`src/rtl/aes_pkg.sv`:
```
// Shared AES definitions: field arithmetic helpers, mode codes and FSM states.
package aes_pkg;

    localparam logic [7:0] AES_POLY = 8'h1B;

    localparam logic [1:0] MODE_FWD = 2'b00;
    localparam logic [1:0] MODE_INV = 2'b01;
    localparam logic [1:0] MODE_BYP = 2'b10;

    typedef enum logic [1:0] {
        ST_IDLE = 2'd0,
        ST_BUSY = 2'd1,
        ST_DONE = 2'd2
    } eng_state_t;

    // Multiply by x in GF(2^8), reducing by the AES polynomial.
    function automatic logic [7:0] xtime(input logic [7:0] b);
        return {b[6:0], 1'b0} ^ (b[7] ? AES_POLY : 8'h00);
    endfunction

    // General GF(2^8) multiply (shift-and-add).
    function automatic logic [7:0] gf_mul(input logic [7:0] a, input logic [7:0] b);
        logic [7:0] acc;
        logic [7:0] p;
        acc = '0;
        p   = a;
        for (int unsigned i = 0; i < 8; i++) begin
            if (b[i]) acc ^= p;
            p = xtime(p);
        end
        return acc;
    endfunction

endpackage

```
`src/rtl/mix_column_unit.sv`:
```
// Combinational single-column MixColumns / InvMixColumns / bypass.
module mix_column_unit
    import aes_pkg::*;
(
    input  logic [31:0] col_in,
    input  logic [1:0]  mode,
    output logic [31:0] col_out
);

    logic [7:0] w_a0, w_a1, w_a2, w_a3;
    logic [7:0] w_u, w_v;
    logic [7:0] w_b0, w_b1, w_b2, w_b3;
    logic [7:0] w_f0, w_f1, w_f2, w_f3;

    // Inverse = forward applied to a pre-conditioned column: b_r = a_r ^ 4*(a_r ^ a_{r+2}),
    // so one forward network (and its xtime logic) serves both directions.
    always_comb begin
        w_a0 = col_in[31:24];
        w_a1 = col_in[23:16];
        w_a2 = col_in[15:8];
        w_a3 = col_in[7:0];
        w_u  = xtime(xtime(w_a0 ^ w_a2));
        w_v  = xtime(xtime(w_a1 ^ w_a3));
        if (mode == MODE_INV) begin
            w_b0 = w_a0 ^ w_u;
            w_b1 = w_a1 ^ w_v;
            w_b2 = w_a2 ^ w_u;
            w_b3 = w_a3 ^ w_v;
        end else begin
            w_b0 = w_a0;
            w_b1 = w_a1;
            w_b2 = w_a2;
            w_b3 = w_a3;
        end
        w_f0 = xtime(w_b0 ^ w_b1) ^ w_b1 ^ w_b2 ^ w_b3;
        w_f1 = xtime(w_b1 ^ w_b2) ^ w_b2 ^ w_b3 ^ w_b0;
        w_f2 = xtime(w_b2 ^ w_b3) ^ w_b3 ^ w_b0 ^ w_b1;
        w_f3 = xtime(w_b3 ^ w_b0) ^ w_b0 ^ w_b1 ^ w_b2;
        if (mode == MODE_FWD || mode == MODE_INV) begin
            col_out = {w_f0, w_f1, w_f2, w_f3};
        end else begin
            col_out = col_in;
        end
    end

endmodule

```
`src/rtl/mix_columns_engine.sv`:
```
// Iterative 128-bit MixColumns engine, COLS_PER_CYCLE columns per clock, valid/ready on both sides.
module mix_columns_engine
    import aes_pkg::*;
#(
    parameter int COLS_PER_CYCLE = 1
) (
    input  logic         clk,
    input  logic         rst,
    input  logic         in_valid,
    output logic         in_ready,
    input  logic [1:0]   in_mode,
    input  logic [127:0] in_state,
    output logic         out_valid,
    input  logic         out_ready,
    output logic [127:0] out_state,
    output logic [1:0]   out_mode
);

    localparam int NGRP = 4 / COLS_PER_CYCLE;
    localparam int GW   = (NGRP > 1) ? $clog2(NGRP) : 1;

    if (!(COLS_PER_CYCLE == 1 || COLS_PER_CYCLE == 2 || COLS_PER_CYCLE == 4)) begin : g_bad_cols
        $error("mix_columns_engine: COLS_PER_CYCLE must be 1, 2 or 4");
    end

    eng_state_t     r_state;
    logic [127:0]   r_work;
    logic [1:0]     r_mode;
    logic [GW-1:0]  r_grp;
    logic           r_out_valid;

    logic [31:0]    w_col_in  [COLS_PER_CYCLE];
    logic [31:0]    w_col_out [COLS_PER_CYCLE];
    logic [127:0]   w_work_next;
    logic           w_last;

    // Select the columns of the current group from the working register.
    always_comb begin
        for (int unsigned j = 0; j < COLS_PER_CYCLE; j++) begin
            w_col_in[j] = r_work[127 - 32 * ((32'(r_grp) * COLS_PER_CYCLE + j) & 3) -: 32];
        end
    end

    for (genvar j = 0; j < COLS_PER_CYCLE; j++) begin : g_unit
        mix_column_unit u_mcu (
            .col_in  (w_col_in[j]),
            .mode    (r_mode),
            .col_out (w_col_out[j])
        );
    end

    // Merge the transformed group back into the working state.
    always_comb begin
        w_work_next = r_work;
        for (int unsigned j = 0; j < COLS_PER_CYCLE; j++) begin
            w_work_next[127 - 32 * ((32'(r_grp) * COLS_PER_CYCLE + j) & 3) -: 32] = w_col_out[j];
        end
        w_last = (r_grp == GW'(NGRP - 1));
    end

    // Transaction FSM: capture, iterate over column groups, hold result until taken.
    always_ff @(posedge clk) begin
        if (rst) begin
            r_state     <= ST_IDLE;
            r_work      <= '0;
            r_mode      <= MODE_FWD;
            r_grp       <= '0;
            r_out_valid <= 1'b0;
        end else begin
            case (r_state)
                ST_IDLE: begin
                    if (in_valid) begin
                        r_work  <= in_state;
                        r_mode  <= in_mode;
                        r_grp   <= '0;
                        r_state <= ST_BUSY;
                    end
                end
                ST_BUSY: begin
                    r_work <= w_work_next;
                    if (w_last) begin
                        r_state     <= ST_DONE;
                        r_out_valid <= 1'b1;
                    end else begin
                        r_grp <= r_grp + GW'(1);
                    end
                end
                ST_DONE: begin
                    if (out_ready) begin
                        r_out_valid <= 1'b0;
                        if (in_valid) begin
                            r_work  <= in_state;
                            r_mode  <= in_mode;
                            r_grp   <= '0;
                            r_state <= ST_BUSY;
                        end else begin
                            r_state <= ST_IDLE;
                        end
                    end
                end
                default: r_state <= ST_IDLE;
            endcase
        end
    end

    // Handshake and result outputs; in_ready is the only combinational path from inputs.
    always_comb begin
        in_ready  = !rst && ((r_state == ST_IDLE) || ((r_state == ST_DONE) && out_ready));
        out_valid = r_out_valid;
        out_state = r_work;
        out_mode  = r_mode;
    end

endmodule
```
`config.mk`:
```
export PLATFORM = sky130hd
export DESIGN_NAME = mix_columns_engine
export DESIGN_NICKNAME = d
export VERILOG_FILES = /design/src/rtl/aes_pkg.sv /design/src/rtl/mix_column_unit.sv /design/src/rtl/mix_columns_engine.sv
export SDC_FILE = /design/constraint.sdc
export NUM_CORES = 1
export LEC_CHECK = 0
export CORE_ASPECT_RATIO = 1.75
export CORE_UTILIZATION = 35
export CTS_CLUSTER_DIAMETER = 50
export DETAILED_ROUTE_END_ITERATION = 16
export MAX_ROUTING_LAYER = met4
export SYNTH_ARGS = -nofsm -noshare
export SYNTH_HDL_FRONTEND = slang
export SYNTH_SLANG_ARGS = --single-unit
```
`constraint.sdc`:
```
create_clock -name clk -period 4.65 [get_ports clk]
set_input_delay 0.93 -clock clk [delete_from_list [all_inputs] [get_ports clk]]
set_output_delay 0.93 -clock clk [all_outputs]
set_load 0.01 [all_outputs]
```
==> results_dict.tcl, run 1 <==
set metrics [dict create \
    status "finished, violations left" \
    power_leakage_nw 5.11 \
    internal-power_mw 4.70 \
    synth-edff-count 0 \
    postCtsSetupRepairBufs 0 \
    ctsHtreeMaxLevel 4 \
    cts_sinks 135 \
    cts_tree "built" \
    ys_seq_area_share_pct 27.4 \
    cp-start-kind "flip-flop" \
    grt-ovfl-total 0 \
    vias 9786 \
    gr-usage-all-layers_pct 28.7 \
    rows 81 \
    antenna_found_initial 0 \
    tightest_slew_ns 1.26 \
    yosysTopAreaCell "dfxtp_1" \
    ctsResizeCount 0 \
    cts_buffer_depth 2 \
    slew_viol_final 0 \
    numCtsBuffers 17 \
    netlist_top_cells_area "dfxtp_1, xnor3_1, nor2_1" \
    drt-pass1-iter-count 13 \
    power_switching_mw 3.32 \
    io_buffers 265 \
    viasPerCell 6.00 \
    ant_nets 0 \
    drt_iter0_drc 753 \
    arrival_ns 4.45 \
    die_w_um 129 \
    fin_util_pct 48.6 \
    fin_tns_setup_ns 0 \
    drt-total-wl_mm 40.4 \
    crit_required_ns 4.95 \
    diodes 0 \
    fin_nets 1384 \
    combPwrFrac_pct 60.9 \
    crit_path_end_kind "flip-flop" \
    report.final.setup_viol 0 \
    hold_violations 0 \
    worstSkewPairLatency_ns 0.45 \
    syn_inst 1018 \
    crit_fanout 23 \
    syn2layout_area_growth_pct 37.3 \
    async_flop_share_pct 0 \
    critPathKind "reg2reg" \
    critical-path-max-stage-delay_ns 0.81 \
    p_clk_share_pct 19.1 \
    drive_gt1_share_pct 13.8 \
    post-synth-top-count-cell "nor2_1" \
    violations "design-rule violations" \
    rsz0062_at_grt "false" \
    syn-cell-area_sq_um 9860 \
    drc 2 \
    dieHeight_um 224 \
    crit_buf_inv 1 \
    seqPwrFrac_pct 20.0 \
    synth_fp_nets 1156 \
    cp_common_cell "xnor2_1" \
    grt_pass1_vias 9777 \
    slew_headroom_pct 15.4 \
    critPathTopFamily "XOR/XNOR gates" \
    postSynthAreaPerCell_sq_um 9.69 \
    dpl.hpwl_mm 30.1 \
    crit_chain "buf_4, mux4_1, xor2_1, and2b_1, xnor2_1, xnor2_1, xnor3_1, xnor2_1, a2111oi_0" \
    synth-seq-cells 135 \
    yosys_warnings 0 \
    ios 266 \
    hold_class "reg2reg" \
    cellPowerDensity_nw_per_um2 592 \
    ys_top_cells_by_count "nor2_1, dfxtp_1, clkbuf_1, a21oi_1, nor3_1" \
    netSwitchingFraction_pct 41.4 \
    synth.distinct_cells 47 \
    cp_slowest_cell "dfxtp_2" \
    fin_crit_sh_pct 89.2 \
    grt_first_pass_wirelength_mm 59.3 \
    finalCriticalPeriod_ns 4.15 \
    synth.top_cell.area_share_pct 27.4 \
    wire_per_inst_um 24.8 \
    grt_max_degree 73 \
    synth-main-ff-cell "dfxtp_1" \
    path_clk_slew_ns 0.06 \
    start_util_pct 35.4 \
    coreArea_sq_um 27900 \
    fin_skew_ns 0.00840 \
    place.gp.congestion 0.922 \
    cts_hold_buffers 0 \
    die_area_sq_um 28900 \
    peakVddDrop_v 0.000371 \
    max_cap_viol_count 0 \
    fmax_mhz 241 \
    cts_root_buf "clkbuf_16" \
]
[power groups by stage]
stage / combinational (mW) / clock, mW / sequential, mW
after floorplan: 3.32 / 0 / 1.63
after global placement: 4.85 / 0 / 1.63
after CTS: 4.89 / 1.54 / 1.60
after detailed placement: 4.87 / 0 / 1.63
final: 4.88 / 1.53 / 1.61
after global routing: 5.14 / 1.59 / 1.63
[final timing paths]
check	start	endpoint	slack, ns	cells past startpoint
max reg2reg	r_grp[1]	out_state[20]	0.50	9
min reg2reg	out_state[90]	out_state[90]	0.51	2
max	r_grp[1]	out_state[20]	0.50	9
min	out_state[90]	out_state[90]	0.51	2
[per-stage QoR]
step                std cells  hold WS (ns)  power [mW]  instance area (sq um)  worst slack, ns
floorplan                1018         0.518        4.95                   9860             1.37
global placement         1600         0.497        6.48                  12900            0.719
detailed placement       1600         0.499        6.50                  12900            0.526
CTS                      1632         0.511        8.04                  13500            0.544
global route             1632         0.530        8.36                  13500            0.298
finish                   1632         0.506        8.02                  13500            0.501
[sequential cells by signal, summed over array words and instances (netlist names)]
name,cells
r_grp,2
out_mode,2
out_state,128
r_state,2
out_valid,1
[placed cells by master, fill, tap and decap left out, types with 3 or more instances in the layout]
cell type,count
a221o_1,40
mux4_2,30
clkinvlp_4,3
o21ai_0,16
bufinv_16,5
dfxtp_1,133
o31a_1,8
xnor2_2,14
xnor2_4,3
ha_1,4
a221oi_1,68
nor2_2,17
buf_4,39
a2111oi_0,14
xnor2_1,60
xnor3_2,3
inv_1,4
xnor3_1,38
o21a_1,5
a2111oi_2,23
nor2_1,173
xor2_1,13
nand2_1,4
o21ai_1,6
clkbuf_16,17
nor3_1,70
a211oi_1,20
o21ai_2,4
clkdlybuf4s50_1,264
nor2b_1,44
a21oi_1,71
xor3_1,11
[kinds of logic (layout without fill, tap and decap cells)]
logic type               after synthesis  in the layout  synth area share [%]
multiplexers                          36             36                  7.82
buffers and inverters                 98            339                  4.35
XOR/XNOR                             144            144                  22.0
AND/OR/NAND/NOR                      323            323                  15.0
flip-flops                           135            135                  27.4
AO/OA/AOI/OAI                        278            278                  22.9
adder cells (fa/ha/maj)                4              4                 0.508
[cell type report]
| type | instances | area (sq um) |
|---|---|---|
| fillers | 2628 | 14300 |
| multi-input cells | 785 | 6770 |
| repair buffers | 303 | 2940 |
| flip-flops and latches | 135 | 2710 |
| well taps | 373 | 467 |
| clock buffers | 20 | 447 |
| clock inverters | 12 | 200 |
| inverters | 4 | 15.0 |
[worst min-delay path: cells and delay by family (launching register included)]
kind          cells  cell delay [ns]
flops             1             0.32
simple gates      2             0.14
[per-layer routing]
layer / vias to the layer above / GRT usage, % / routed length [um]
li1: 4306 / - / -
met4: 0 / 17.2 / 2190
met3: 134 / 3.68 / 2450
met2: 519 / 49.5 / 21200
met5: - / - / 0
met1: 4827 / 31.2 / 14600
Power figures use the tool's default switching activity.
==> run 2, diff against run 1 <==
--- a/config.mk
+++ b/config.mk
@@ -5,7 +5,9 @@
 export SDC_FILE = /design/constraint.sdc
 export NUM_CORES = 1
 export LEC_CHECK = 0
+export CAP_MARGIN = 20
 export CORE_ASPECT_RATIO = 1.75
+export CORE_MARGIN = 2
 export CORE_UTILIZATION = 35
 export CTS_CLUSTER_DIAMETER = 50
 export DETAILED_ROUTE_END_ITERATION = 16
==> run 2 against run 1 <==
Effect of this change:
- the run now ends clean
- non-clock buffer count decreased by 4
- design area down 0.77%
- register-to-register slack gained 0.11 ns
- core utilization down 0.37 points
- clock skew increased by 0.0049 ns
- count of clock-buffer cells in the layout down 1
- setup slack better by 0.11 ns
- clock power decreased by 11%
- global-route usage fell by 0.69 points
- cell count is 0.31% lower
- sequential cell count unchanged
- largest cell class unchanged
==> results_dict.tcl, run 2 (synthesis gave the netlist of run 1 again) <==
set metrics [dict create \
    status "finished clean" \
    wire_per_inst_um 25.0 \
    cp-start-kind "flip-flop" \
    max_cap_viol_count 0 \
    power_leakage_nw 5.05 \
    grt-ovfl-total 0 \
    crit_fanout 13 \
    rsz0062_at_grt "false" \
    r2r_start "r_grp[0]" \
    r2r_slack_ns 0.61 \
    arrival_ns 4.34 \
    place.gp.congestion 0.926 \
    drive_gt1_share_pct 13.6 \
    cts_tree "built" \
    rr_endpoint "out_state[20]" \
    peakVddDrop_v 0.000373 \
    finalCriticalPeriod_ns 4.04 \
    met2_length_mm 21.7 \
    ctsResizeCount 0 \
    fin_area_sq_um 13400 \
    die_w_um 131 \
    postCtsSetupRepairBufs 0 \
    grt_pass1_vias 9736 \
    drt-total-wl_mm 40.7 \
    hold_depth 2 \
    drc 0 \
    report.final.setup_viol 0 \
    start_util_pct 35.4 \
    grt_max_degree 73 \
    gr-usage-all-layers_pct 28.0 \
    critPathKind "reg2reg" \
    antenna_found_initial 0 \
    slew_viol_final 0 \
    cts_hold_buffers 0 \
    final_cell_mix "clkdlybuf4s50_1, nor2_1, dfxtp_1, a21oi_1, nor3_1" \
    ctsHtreeMaxLevel 4 \
    crit_path_end_kind "flip-flop" \
    tightest_slew_ns 1.04 \
    placed_cell_area_sq_um 12900 \
    numCtsBuffers 17 \
    diodes 0 \
    slew_headroom_pct 29.9 \
    wl_met3_mm 2.46 \
    path_clk_slew_ns 0.06 \
    cp-startpoint "r_grp[0]" \
    cts_root_buf "clkbuf_16" \
    dpl.hpwl_mm 30.1 \
    ant_nets 0 \
    vias 9769 \
    viasPerCell 6.00 \
    fin_nets 1380 \
    crit_required_ns 4.95 \
    fin_util_pct 48.2 \
    drt_iter0_drc 968 \
    ios 266 \
    rows 81 \
    die_area_sq_um 29600 \
    fin_skew_ns 0.0133 \
    cellPowerDensity_nw_per_um2 584 \
    syn2layout_area_growth_pct 36.3 \
    power_mw 7.84 \
    coreArea_sq_um 27900 \
    fin_crit_sh_pct 86.8 \
    finalNonFillerCells 1627 \
    top_layer "met4" \
    fmax_mhz 248 \
    dpl_worst_slack_ns 0.637 \
    drt-pass1-iter-count 6 \
    largest_reg_flops 128 \
    dieHeight_um 226 \
    mostFrequentLayoutCell "clkdlybuf4s50_1" \
    cts_sinks 135 \
    hold_slack_ns 0.515 \
    post-place-cells 1596 \
    worstSkewPairLatency_ns 0.45 \
    fin_tns_setup_ns 0 \
    hold_class "reg2reg" \
    grt_first_pass_wirelength_mm 59.4 \
    io_buffers 265 \
    cts_buffer_depth 2 \
    critical_path.endpoint "out_state[20]" \
    hold_violations 0 \
    wl_met1_mm 14.4 \
    timing.final.ws_setup_ns 0.612 \
    r2r_cells 9 \
]
run 2: worst max-delay path, stage by stage, from the launching register on:
cell and delay, ns:
dfxtp_2 0.63, buf_4 0.34, mux4_2 0.63, xor2_1 0.30, and2b_1 0.28, xnor2_1 0.16
xnor2_1 0.57, xnor3_1 0.32, xnor2_1 0.21, a2111oi_0 0.46
run 2: worst min-delay path by stage:
| stage | startpoint | to | slack [ns] |
|---|---|---|---|
| floorplan | out_state[48] | out_state[48] | 0.52 |
| global placement | out_state[48] | out_state[48] | 0.50 |
| detailed placement | out_state[56] | out_state[56] | 0.50 |
| CTS | out_state[56] | out_state[56] | 0.52 |
| global route | out_state[98] | out_state[98] | 0.53 |
| finish | out_state[48] | out_state[48] | 0.51 |
run 2: cell type report:
class                   instances  area [sq um]
well taps                     373           467
clock inverters                12           130
repair buffers                299          2910
fillers                      2608         14400
inverters                       4          15.0
flip-flops and latches        135          2710
clock buffers                  19           443
multi-input cells             785          6770
run 2: layer usage:
| metal | GRT usage (%) | vias up |
|---|---|---|
| met5 | - | - |
| met4 | 15.1 | 0 |
| met3 | 4.03 | 131 |
| met2 | 48.8 | 569 |
| met1 | 30.3 | 4775 |
| li1 | - | 4294 |
run 2: power by group:
part,total [mW],internal (mW),switching (mW)
Sequential,1.60,1.38,0.222
Combinational,4.88,2.35,2.53
Clock,1.36,0.797,0.562
==> run 3, diff against run 2 <==
--- a/config.mk
+++ b/config.mk
@@ -5,8 +5,9 @@
 export SDC_FILE = /design/constraint.sdc
 export NUM_CORES = 1
 export LEC_CHECK = 0
+export ABC_AREA = 0
 export CAP_MARGIN = 20
-export CORE_ASPECT_RATIO = 1.75
+export CORE_ASPECT_RATIO = 0.5
 export CORE_MARGIN = 2
 export CORE_UTILIZATION = 35
 export CTS_CLUSTER_DIAMETER = 50
==> run 3 against run 2 <==
Effect of this change:
- clock power barely moved
- design area increased by 0.63%
- global-route usage grew 2.1 points
- clock skew is 0.0065 ns lower
- core utilization increased by 0.59 points
- register-to-register slack got worse by 0.12 ns
- cell count grew 1.3%
==> results_dict.tcl, run 3 (synthesis gave the netlist of run 1 again) <==
set metrics [dict create \
    fin_util_pct 48.8 \
    slew_headroom_pct 32.5 \
    cts_tree "built" \
    fin_nets 1391 \
    final_cell_mix "clkdlybuf4s50_1, nor2_1, dfxtp_1, a21oi_1, nor3_1" \
    cp_common_cell "xnor2_1" \
    power_leakage_nw 5.11 \
    max_cap_viol_count 0 \
    grt_max_degree 88 \
    diodes 0 \
    worstSkewPairLatency_ns 0.46 \
    critPathKind "reg2reg" \
    grt_pass1_vias 9743 \
    dieHeight_um 123 \
    fin_crit_sh_pct 89.5 \
    drt-total-wl_mm 43.1 \
    crit_required_ns 5.01 \
    cp_slowest_cell "dfxtp_2" \
    slew_viol_final 0 \
    status "finished clean" \
    mostFrequentLayoutCell "clkdlybuf4s50_1" \
    crit_fanout 16 \
    grt_first_pass_wirelength_mm 62.9 \
    hold_violations 0 \
    ant_nets 0 \
    drc 0 \
    crit_chain "buf_4, mux4_2, xnor2_4, xnor2_1, nor2_4, xnor2_1, xnor3_1, xnor2_2, a2111oi_2" \
    min_from "out_state[106]" \
    ctsHtreeMaxLevel 4 \
    peakVddDrop_v 0.000438 \
    fin_tns_setup_ns 0 \
    viasPerCell 6.05 \
    arrival_ns 4.52 \
    hold_class "reg2reg" \
    crit_path_end_kind "flip-flop" \
    die_w_um 241 \
    fin_skew_ns 0.00682 \
    power_mw 7.97 \
    critPathTopFamily "XOR/XNOR gates" \
    path_clk_slew_ns 0.06 \
    critical-path-max-stage-delay_ns 0.69 \
    io_buffers 265 \
    die_area_sq_um 29600 \
    use_met2_pct 43.0 \
    dpl.hpwl_mm 31.3 \
    r2r_start "r_grp[0]" \
    postCtsSetupRepairBufs 0 \
    rows 43 \
    report.final.setup_viol 0 \
    place.gp.congestion 0.982 \
    wire_per_inst_um 26.2 \
    drt-pass1-iter-count 6 \
    cts_hold_buffers 0 \
    cts_sinks 135 \
    ctsResizeCount 0 \
    crit_buf_inv 1 \
    vias 9969 \
    met1_usage_pct 41.5 \
    grt-ovfl-total 0 \
    cellPowerDensity_nw_per_um2 590 \
    drive_gt1_share_pct 14.1 \
    tightest_slew_ns 1.01 \
    gr-usage-all-layers_pct 30.2 \
    gr-max-usage-layer "met2" \
    finalCriticalPeriod_ns 4.16 \
    start_util_pct 35.6 \
    largest_reg_flops 128 \
    syn2layout_area_growth_pct 37.1 \
    cp-start-kind "flip-flop" \
    coreArea_sq_um 27700 \
    antenna_found_initial 0 \
    ios 266 \
    use_met3_pct 7.51 \
    rsz0062_at_grt "false" \
    cts_root_buf "clkbuf_16" \
    cts_buffer_depth 2 \
    cp-startpoint "r_grp[0]" \
    drt_iter0_drc 1223 \
    fillers 2548 \
    fmax_mhz 240 \
    numCtsBuffers 17 \
]
-- run 3: cell count changes in the layout (fill, tap and decap cells not counted), sizes merged --
cell and change:
clkinvlp -4, buf +11, clkbuf +4, clkinv +1
-- run 3: path summary, 6_finish.rpt --
| kind | to | slack (ns) | cells past startpoint |
|---|---|---|---|
| max reg2reg | out_state[27] | 0.49 | 9 |
| max | out_state[27] | 0.49 | 9 |
| min reg2reg | out_state[106] | 0.51 | 2 |
| min | out_state[106] | 0.51 | 2 |
-- run 3: cell type report --
class / instances / area, sq um / share of cell area, %
multi-input cells: 785 / 6770 / 50.1
repair buffers: 310 / 2990 / 22.1
flip-flops and latches: 135 / 2710 / 20.0
well taps: 382 / 478 / 3.53
clock buffers: 23 / 458 / 3.39
clock inverters: 9 / 101 / 0.750
inverters: 4 / 15.0 / 0.111
-- run 3: tightest hold or removal path, stage by stage, from the launching register on --
cell and delay (ns):
dfxtp_1 0.32, nor2_1 0.10, nor3_1 0.05
-- run 3: through the flow --
stage | cells | setup WS (ns) | hold slack [ns] | instance area [sq um]
global route | 1648 | 0.332 | 0.528 | 13500
finish | 1648 | 0.487 | 0.513 | 13500
CTS | 1646 | 0.477 | 0.510 | 13500
floorplan | 1018 | 1.37 | 0.518 | 9860
detailed placement | 1614 | 0.521 | 0.498 | 12900
global placement | 1614 | 0.651 | 0.496 | 12900
-- run 3: metal layers --
layer / vias up / routed length (um)
li1: 4329 / -
met1: 4969 / 18800
met2: 591 / 18900
met3: 80 / 4400
met4: 0 / 1090
met5: - / 0
-- run 3: report_power, final --
group	switching (mW)	internal (mW)	total, mW	leakage [nW]
combinational	2.65	2.37	5.02	3.72
clock	0.552	0.797	1.35	0.275
sequential	0.226	1.38	1.60	1.12
